File: src/rtl/sum_tx_buf_if.sv
// Byte-stream input and UART status bundle for sum_tx_buf.
`timescale 1ns/1ps
interface sum_tx_buf_if;
  logic       pi_flag;
  logic [7:0] pi_data;
  logic       tx;
  logic       busy;
  logic [4:0] fifo_cnt;
  logic       ovf;

  modport master (
    output pi_flag, pi_data,
    input  tx, busy, fifo_cnt, ovf
  );

  modport slave (
    input  pi_flag, pi_data,
    output tx, busy, fifo_cnt, ovf
  );
endinterface

File: src/rtl/sum_tx_buf.sv
// 16-deep byte FIFO feeding an 8N1 UART transmitter.
// Column-sum results arrive as single-cycle strobes and are serialised
// back-to-back; a byte arriving while the FIFO is full is dropped and
// flagged with a sticky overflow bit.
//
// state | meaning
// IDLE  | line high, waiting for a buffered byte
// START | start bit (low) for one bit period
// DATA  | eight data bits, LSB first
// STOP  | stop bit (high); pops the next byte without an idle gap
`timescale 1ns/1ps
module sum_tx_buf #(
  parameter int CLK_FREQ     = 50_000_000,
  parameter int UART_BPS     = 9600,
  parameter int BAUD_CNT_MAX = CLK_FREQ / UART_BPS
) (
  input logic         sys_clk,
  input logic         sys_rst_n,
  sum_tx_buf_if.slave bus
);

  localparam int             BW        = (BAUD_CNT_MAX > 1) ? $clog2(BAUD_CNT_MAX) : 1;
  localparam logic [BW-1:0]  BAUD_LAST = BW'(BAUD_CNT_MAX - 1);

  localparam logic [1:0] S_IDLE  = 2'd0;
  localparam logic [1:0] S_START = 2'd1;
  localparam logic [1:0] S_DATA  = 2'd2;
  localparam logic [1:0] S_STOP  = 2'd3;

  logic [7:0]    mem_q [16];
  logic [7:0]    mem_d [16];
  logic [3:0]    wr_ptr_q, wr_ptr_d;
  logic [3:0]    rd_ptr_q, rd_ptr_d;
  logic [4:0]    cnt_q, cnt_d;
  logic          ovf_q, ovf_d;

  logic [1:0]    state_q, state_d;
  logic [BW-1:0] baud_q, baud_d;
  logic [2:0]    bit_q, bit_d;
  logic [7:0]    shift_q, shift_d;
  logic          tx_q, tx_d;
  logic          busy_q, busy_d;

  logic          full;
  logic          push;
  logic          pop;
  logic          baud_end;

  assign full     = (cnt_q == 5'd16);
  assign push     = bus.pi_flag && !full;
  assign baud_end = (baud_q == BAUD_LAST);

  // FSM next state, baud/bit counters, shift register and pop request
  always_comb begin
    state_d = state_q;
    baud_d  = baud_q;
    bit_d   = bit_q;
    shift_d = shift_q;
    pop     = 1'b0;
    case (state_q)
      S_IDLE: begin
        baud_d = '0;
        bit_d  = '0;
        if (cnt_q != 5'd0) begin
          pop     = 1'b1;
          shift_d = mem_q[rd_ptr_q];
          state_d = S_START;
        end
      end
      S_START: begin
        if (baud_end) begin
          baud_d  = '0;
          bit_d   = '0;
          state_d = S_DATA;
        end else begin
          baud_d = baud_q + 1'b1;
        end
      end
      S_DATA: begin
        if (baud_end) begin
          baud_d = '0;
          if (bit_q == 3'd7) begin
            state_d = S_STOP;
          end else begin
            bit_d   = bit_q + 3'd1;
            shift_d = {1'b0, shift_q[7:1]};
          end
        end else begin
          baud_d = baud_q + 1'b1;
        end
      end
      S_STOP: begin
        if (baud_end) begin
          baud_d = '0;
          if (cnt_q != 5'd0) begin
            pop     = 1'b1;
            shift_d = mem_q[rd_ptr_q];
            state_d = S_START;
          end else begin
            state_d = S_IDLE;
          end
        end else begin
          baud_d = baud_q + 1'b1;
        end
      end
      default: begin
        state_d = S_IDLE;
        baud_d  = '0;
        bit_d   = '0;
      end
    endcase
  end

  // Line level and busy follow the state being entered so both are registered
  always_comb begin
    tx_d   = 1'b1;
    busy_d = (state_d != S_IDLE);
    case (state_d)
      S_START: tx_d = 1'b0;
      S_DATA:  tx_d = shift_d[0];
      default: tx_d = 1'b1;
    endcase
  end

  // FIFO storage, pointers, occupancy and sticky overflow
  always_comb begin
    mem_d = mem_q;
    if (push) begin
      mem_d[wr_ptr_q] = bus.pi_data;
    end
    wr_ptr_d = wr_ptr_q + {3'b000, push};
    rd_ptr_d = rd_ptr_q + {3'b000, pop};
    cnt_d    = cnt_q + {4'b0000, push} - {4'b0000, pop};
    ovf_d    = ovf_q | (bus.pi_flag && full);
  end

  // All state registers; reset aborts any frame and empties the FIFO
  always_ff @(posedge sys_clk or negedge sys_rst_n) begin
    if (!sys_rst_n) begin
      for (int i = 0; i < 16; i++) begin
        mem_q[i] <= 8'h00;
      end
      wr_ptr_q <= '0;
      rd_ptr_q <= '0;
      cnt_q    <= '0;
      ovf_q    <= 1'b0;
      state_q  <= S_IDLE;
      baud_q   <= '0;
      bit_q    <= '0;
      shift_q  <= '0;
      tx_q     <= 1'b1;
      busy_q   <= 1'b0;
    end else begin
      mem_q    <= mem_d;
      wr_ptr_q <= wr_ptr_d;
      rd_ptr_q <= rd_ptr_d;
      cnt_q    <= cnt_d;
      ovf_q    <= ovf_d;
      state_q  <= state_d;
      baud_q   <= baud_d;
      bit_q    <= bit_d;
      shift_q  <= shift_d;
      tx_q     <= tx_d;
      busy_q   <= busy_d;
    end
  end

  assign bus.tx       = tx_q;
  assign bus.busy     = busy_q;
  assign bus.fifo_cnt = cnt_q;
  assign bus.ovf      = ovf_q;

endmodule

File: src/flat_wrapper.sv
// flat-port wrapper written by rule: the top's interface ports become plain ports
module sum_tx_buf_flat 
#(
  parameter int CLK_FREQ     = 50_000_000,
  parameter int UART_BPS     = 9600,
  parameter int BAUD_CNT_MAX = CLK_FREQ / UART_BPS
)
  (sys_clk, sys_rst_n, bus_pi_flag, bus_pi_data, bus_tx, bus_busy, bus_fifo_cnt, bus_ovf);
  sum_tx_buf_if bus_i ();
  input logic sys_clk;
  input logic sys_rst_n;
  input wire logic [$bits(bus_i.pi_flag)-1:0] bus_pi_flag;
  input wire logic [$bits(bus_i.pi_data)-1:0] bus_pi_data;
  output wire logic [$bits(bus_i.tx)-1:0] bus_tx;
  output wire logic [$bits(bus_i.busy)-1:0] bus_busy;
  output wire logic [$bits(bus_i.fifo_cnt)-1:0] bus_fifo_cnt;
  output wire logic [$bits(bus_i.ovf)-1:0] bus_ovf;
  assign bus_i.pi_flag = bus_pi_flag;
  assign bus_i.pi_data = bus_pi_data;
  assign bus_tx = bus_i.tx;
  assign bus_busy = bus_i.busy;
  assign bus_fifo_cnt = bus_i.fifo_cnt;
  assign bus_ovf = bus_i.ovf;
  sum_tx_buf #(.CLK_FREQ(CLK_FREQ), .UART_BPS(UART_BPS), .BAUD_CNT_MAX(BAUD_CNT_MAX)) u_core (.sys_clk(sys_clk), .sys_rst_n(sys_rst_n), .bus(bus_i));
endmodule
File: config.mk
export PLATFORM = sky130hd
export DESIGN_NAME = sum_tx_buf_flat
export DESIGN_NICKNAME = d
export VERILOG_FILES = /design/src/rtl/sum_tx_buf_if.sv /design/src/rtl/sum_tx_buf.sv /design/src/flat_wrapper.sv
export SDC_FILE = /design/constraint.sdc
export NUM_CORES = 1
export LEC_CHECK = 0
export ABC_CLOCK_PERIOD_IN_PS = 2800
export CAP_MARGIN = 25
export CORE_MARGIN = 2
export CORE_UTILIZATION = 62
export DETAILED_ROUTE_END_ITERATION = 12
export PLACE_DENSITY_LB_ADDON = 0.05
export SETUP_SLACK_MARGIN = 0.3
export SLEW_MARGIN = 20
export SYNTH_ARGS = -nofsm -noshare
export SYNTH_HDL_FRONTEND = slang
export SYNTH_SLANG_ARGS = --single-unit
File: constraint.sdc
create_clock -name sys_clk -period 2.8 [get_ports sys_clk]
set_input_delay 0.56 -clock sys_clk [delete_from_list [all_inputs] [get_ports sys_clk]]
set_output_delay 0.56 -clock sys_clk [all_outputs]
set_load 0.01 [all_outputs]
-- Yosys cells after proc, flatten, opt, wreduce, memory -nomap -nowiden
Index checks and enable logic that the tools add are counted.
W data, S select, Z words.
- register bits: 170
- word-level logic and storage cells: 91
- $add $sub $neg: 6
- order comparisons: 3
- equal/unequal tests: 12
- multiplexer cells: 28
- bitwise gates (word level): 3
- reductions and logical operators: 12
- operators by type and width (cell ; number):
    $bwmux W128 ; 1
    $mux W8 ; 7
    $bmux W8 S4 ; 1
    $demux W8 S4 ; 1
    $pmux W13 S2 ; 1
    $pmux W8 S3 ; 1
    $add A13 B1 Y13 const B ; 1
    $eq A13 B13 Y1 const B ; 1
    $mux W13 ; 1
    $ge A5 B5 Y1 const B ; 2
    $mux W2 ; 5
    $not A4 Y5 ; 2
    $mux W3 ; 3
    $pmux W3 S3 ; 1
    $add A4 B1 Y4 ; 2
    $pmux W2 S4 ; 1
    $reduce_and A4 Y1 ; 2
    $eq A2 B2 Y1 const B ; 3
    $ne A2 B1 Y1 const B ; 3
    $reduce_bool A3 Y1 ; 2
    $add A5 B1 Y5 ; 1
    $eq A5 B5 Y1 const B ; 1
    $lt A5 B1 Y1 const B ; 1
    $reduce_bool A5 Y1 ; 1
    13 further kinds ; 19

-- Logic depth before layout (Yosys ltp)
- depth after elaboration: 8
- gate-level depth with buffers: 16
- depth with buffers taken out: 16

-- Worst setup path before layout
No wires, ideal clock.
- kind: register to register
- from: register u_core.baud_q[8]
- to: register u_core.cnt_q[4], in the netlist u_core.bus.fifo_cnt[4]
- arrival time: 2.454 ns
- required time: 2.675 ns
- slack: 0.220 ns
- stages on the path, launching flop included: 16
- path buffers: 0
- path through: dfrtp_1 > nor4b_4 > nand4_1 > nand2b_1 > nand2_1 > nor2_1 > ha_1 > inv_1 > ha_1 > inv_1 > fa_1 > inv_1 > a21oi_1 > nor2_1 > nor2_1 > xnor2_1
- longest elaborated chain between the ends: 4
- RTL lines (item ; RTL line ; source):
    from (decl) ; sum_tx_buf.sv:38 ; logic [BW-1:0] baud_q, baud_d;
    from (signal assigned) ; sum_tx_buf.sv:160 ; baud_q <= baud_d;
    $eq A13 B13 Y1 ; sum_tx_buf.sv:51 ; assign baud_end = (baud_q == BAUD_LAST);
    $mux W1 ; sum_tx_buf.sv:93 ; if (baud_end) begin
    $pmux W1 S2 ; sum_tx_buf.sv:60 ; case (state_q)
    $sub A5 B1 Y5 ; sum_tx_buf.sv:133 ; cnt_d = cnt_q + {4'b0000, push} - {4'b0000, pop};
    via u_core.cnt_d[4] ; sum_tx_buf.sv:34 ; logic [4:0] cnt_q, cnt_d;
    to (signal assigned) ; sum_tx_buf.sv:157 ; cnt_q <= cnt_d;
    to (decl) ; sum_tx_buf.sv:34 ;
The timed path passes the listed nets, and every way through them passes these cells.
A chain may end at the register's enable or synchronous reset.

-- Worst setup path in the final report
- from: register u_core.baud_q[11]
- to: register u_core.cnt_q[4], in the netlist u_core.bus.fifo_cnt[4]
Same word-level chain as after synthesis.

==> results.md <==
Setup path:
- The arrival time reported for the critical path endpoint is 2.92 ns.
- The critical path crosses 15 cells after its start point.
- The depth of the worst register-to-register path is 15.
- The signal on the critical path passes through nor4b_4 > nand4_1 > nand2b_1 > nand2_2 > nor2_4 > ha_4 > inv_4 > ha_4 > inv_2 > fa_2 > inv_2 > a21oi_2 > nor2_1 > nor2_1 > xnor2_1.
- The element type at the critical path end is a flop.
- The launching element type of the critical path is a flop.
- In this run the worst path has a maximum fanout of 2.
- The library cell contributing the largest single delay on the critical path is sky130_fd_sc_hd__dfrtp_1.
- The kind of critical path is reg -> reg.
- Among cell families on the critical path, the largest total delay comes from simple AND/OR/NAND/NOR gates.
- The worst stage delay on the critical path is 0.41 ns.
- The critical path data required time is 3.11 ns.
- The buffering stage count on the worst path with inverters included is 3.

Clock tree:
- For the worst-skew pair, the clock arrives at the later sink with an insertion delay of 0.42 ns.
- Clock-pin slew was measured on the worst setup and hold paths at 0.06 ns.
- CTS built an H-tree with a depth of 4.
- The number of buffers on the longest clock path is 2.
- CTS placed an instance of sky130_fd_sc_hd__clkbuf_16 at the clock tree root.
- The number of buffers added by the clock tree synthesis step is 17.
- The number of clock sinks seen by CTS is 170.
- The TritonCTS clock tree is yes.
- Hold repair after CTS inserted 0 buffers.

Power:
- The overall power of the completed layout is 9020 uW.
- IR analysis of the VDD net gives a maximum drop of 0.000480 V.
- The static power due to leakage is 0.00422 uW.
- In this run the power density over the cells is 944 nW/um^2.

Detailed routing:
- The first TritonRoute pass finished after 5 iterations.
- The total vias in the final route is 5145.
- In the final routing, the length of wire on met1 measures 7800 microns.
- The detailed router's first-iteration violation count is 342.
- The average routed wire per standard cell is 20.6 microns.
- Using the TritonRoute via totals, the vias-per-cell ratio works out to 5.98.
- The detail route stage leaves a number of antenna-violating nets equal to 0.
- In the routed design, unresolved DRC markers number 0.
- The routed length on met2 is 8970 microns.
- The final layout contains routed wiring with a total length of 17800 microns.
- The highest metal layer used by the detailed router is met4.
- The routed design uses 696 microns of met3 wire.

Logic synthesis:
- The Yosys step of the flow raised 0 warnings.
- The biggest area consumer among synthesized cells is sky130_fd_sc_hd__dfrtp_1.
- The post-synthesis instance area is 8210 sq um.
- The most common cell in the synthesized netlist is sky130_fd_sc_hd__dfrtp_1.
- The number of synthesized flops with an enable pin is 0.
- For this run, asynchronously set or reset flops after synthesis account for 100%.
- Synthesis produced a netlist whose cell count is 615.
- The average size of a mapped cell is 13.4 sq um.
- The sequential share of the synthesized area is 51.8%.
- The register bit count reported by yosys is 170.
- Sorting the synthesized cells by how often they occur yields 169 x sky130_fd_sc_hd__dfrtp_1, 138 x sky130_fd_sc_hd__mux2_2, 33 x sky130_fd_sc_hd__nor2_1.
- The netlist uses 52 different library cells.
- By area the synthesized netlist is led by sky130_fd_sc_hd__dfrtp_1 52%, sky130_fd_sc_hd__mux2_2 19%, sky130_fd_sc_hd__mux4_2 6.6%.
- The number of nets in the synthesized netlist is 646.
- In the synthesized netlist the dominant register cell turns out to be sky130_fd_sc_hd__dfrtp_1.
- The fraction of post-synthesis cell area in the top cell type by area is 51.5%.

Timing:
- The number of hold violations in the final report was 0.
- The clock skew after layout is 0.00600 ns.
- The highest clock frequency the design can meet is 0.383 GHz.
- Setup violations remaining at the end of the flow were counted as 0.
- Measured against its own limit, the worst slew margin works out to 54.7%.
- Hold timing on the final database bottoms out at a slack of 0.112 ns.
- The worst path uses 93.3% of the clock period.
- Setup repair after global routing could not meet its margin everywhere.
- Setup total negative slack on the finished layout was measured at 0 ns.
- Subtracting the final worst setup slack from the clock period gives 2.61 ns.
- At the pin with the least slew margin, the transition time is 0.677 ns.
- Setup slack closes at 0.189 ns.
- The final count of pins violating max slew was 0.

Floorplan:
- The die covers 14200 sq um.
- Once the floorplan was initialized, standard cells occupied 62.7% of the core.
- The total area inside the core boundary comes to 13100 sq um.
- The x dimension of the die is 119 microns.
- Row generation in the floorplan step produced 42 rows.
- In this run the count of I/O pins placed on the die edge is 19.
- The die is 119 microns tall.

Place:
- The number of placed instances, taps included is 816.
- Prior to clock tree synthesis, the placed netlist has a worst setup slack of 0.0986 ns.
- At the end of routability-driven placement, the weighted congestion stood at 0.930.
- Once detailed placement completed, the half-perimeter wirelength came to 11700 microns.
- In this run the tool buffered the top-level ports with 18 buffer cells.

Hold path:
- The type of the tightest min-delay check is in -> async.

Global routing:
- Entering global routing, the biggest net connects 66 pins.
- The first global-routing pass estimated 29200 microns of wire.
- The number of global-route vias before repair is 5572.
- The total routing resource utilization after global routing is 27.3%.
- The initial antenna violation count is 0.
- Summed over all layers, the global routing overflow is 0.

Layout:
- The number of antenna diodes in the final layout is 0.
- At the end of the flow, the number of nets in the layout was 703.
- Compared with the post-synthesis result, the final layout area differs by 16.5%.
- The share of final-layout standard cells stronger than drive strength 1 is 40.3%.
- The total of fill cells in the finished design is 903.
- Excluding fillers, the count of instances in the completed layout stands at 861.

Outcome:
- The run finished with clean final reports.

Run:
- The tool flagged a number of max-cap violations equal to 0.
[state kept, by name, indices dropped and copies added (netlist names), 2 cells and up]
name / flops
u_core.bus.fifo_cnt: 5
u_core.rd_ptr_q: 4
u_core.shift_q: 8
u_core.bit_q: 3
u_core.wr_ptr_q: 4
u_core.state_q: 2
u_core.baud_q: 13
u_core.mem_q: 128
[logic make-up after synthesis]
family,share of synthesized area [%]
AND/OR/NAND/NOR,8.23
AO/OA/AOI/OAI,4.71
multiplexers,27.7
flip-flops,51.8
XOR/XNOR,2.03
adder cells (fa/ha/maj),3.14
buffers and inverters,2.36
[metal layers]
metal | vias to the layer above | track usage (%)
li1 | 2333 | -
met1 | 2667 | 35.8
met2 | 124 | 46.3
met3 | 21 | 5.22
met4 | 0 | 8.48
met5 | - | 0
[cell usage in the layout (no fill, tap or decap), drive strengths merged, types with 7 or more instances in the layout]
| cell type | n |
|---|---|
| a21oi | 13 |
| buf | 47 |
| clkbuf | 21 |
| clkdlybuf4s50 | 17 |
| dfrtp | 169 |
| ha | 19 |
| inv | 20 |
| mux2 | 138 |
| mux2i | 18 |
| mux4 | 24 |
| nand2 | 26 |
| nand2b | 7 |
| nand3 | 15 |
| nand4 | 10 |
| nor2 | 42 |
| nor3 | 9 |
| o21ai | 20 |
| xnor2 | 12 |
| xor2 | 7 |
[path summary, 6_finish.rpt]
| path | end | slack, ns | start |
|---|---|---|---|
| max | u_core.bus.fifo_cnt[4] | 0.19 | u_core.baud_q[11] |
| min | u_core.mem_q[55] | 0.11 | sys_rst_n |
| max reg2reg | u_core.bus.fifo_cnt[4] | 0.19 | u_core.baud_q[11] |
| min reg2reg | u_core.bus.ovf | 0.47 | u_core.bus.ovf |
| max in group asynchronous | u_core.mem_q[110] | 1.86 | sys_rst_n |
| min in group sys_clk | u_core.bus.ovf | 0.47 | u_core.bus.ovf |
[layout make-up]
cell class / instances / area, sq um / share of cell area, %
Multi-Input combinational cell: 399 / 3810 / 39.9
Timing Repair Buffer: 64 / 564 / 5.90
Tap cell: 176 / 220 / 2.30
Clock inverter: 11 / 169 / 1.77
Sequential cell: 170 / 4260 / 44.5
Inverter: 20 / 77.6 / 0.811
Clock buffer: 21 / 460 / 4.82
[per-stage QoR]
stage / area, sq um / util (%)
2_1_floorplan: 8220 / -
3_3_place_gp: 8790 / 67.2
3_5_place_dp: 8790 / 67.2
4_1_cts: 9500 / 72.6
5_1_grt: 9560 / 73.1
6_report: 9560 / 73.1
[timing repair]
action,in CTS,in global routing
hold endpoints to repair,0,0
pin swaps,4,9
endpoints found under the setup margin,3,4
setup buffers,10,3
resized for setup,3,10
[power breakdown]
| part | total (uW) | internal, uW | leakage, uW | switching, uW |
|---|---|---|---|---|
| clock | 2480 | 1540 | 0.000307 | 940 |
| sequential | 4010 | 3440 | 0.00211 | 577 |
| combinational | 2530 | 1540 | 0.00180 | 992 |
| total | 9020 | 6510 | 0.00422 | 2510 |
[worst reg2reg max path: cells and delay by family (launching register included)]
| kind | cells | cell delay [ns] |
|---|---|---|
| AOI/OAI and AO/OA | 1 | 0.04 |
| adders and majority gates | 3 | 0.74 |
| and+or+nand+nor | 7 | 1.01 |
| xor gates and xnor gates | 1 | 0.12 |
| DFF | 1 | 0.41 |
| buffers and inverters | 3 | 0.17 |
Note: power is estimated with default switching activity, not from simulation.
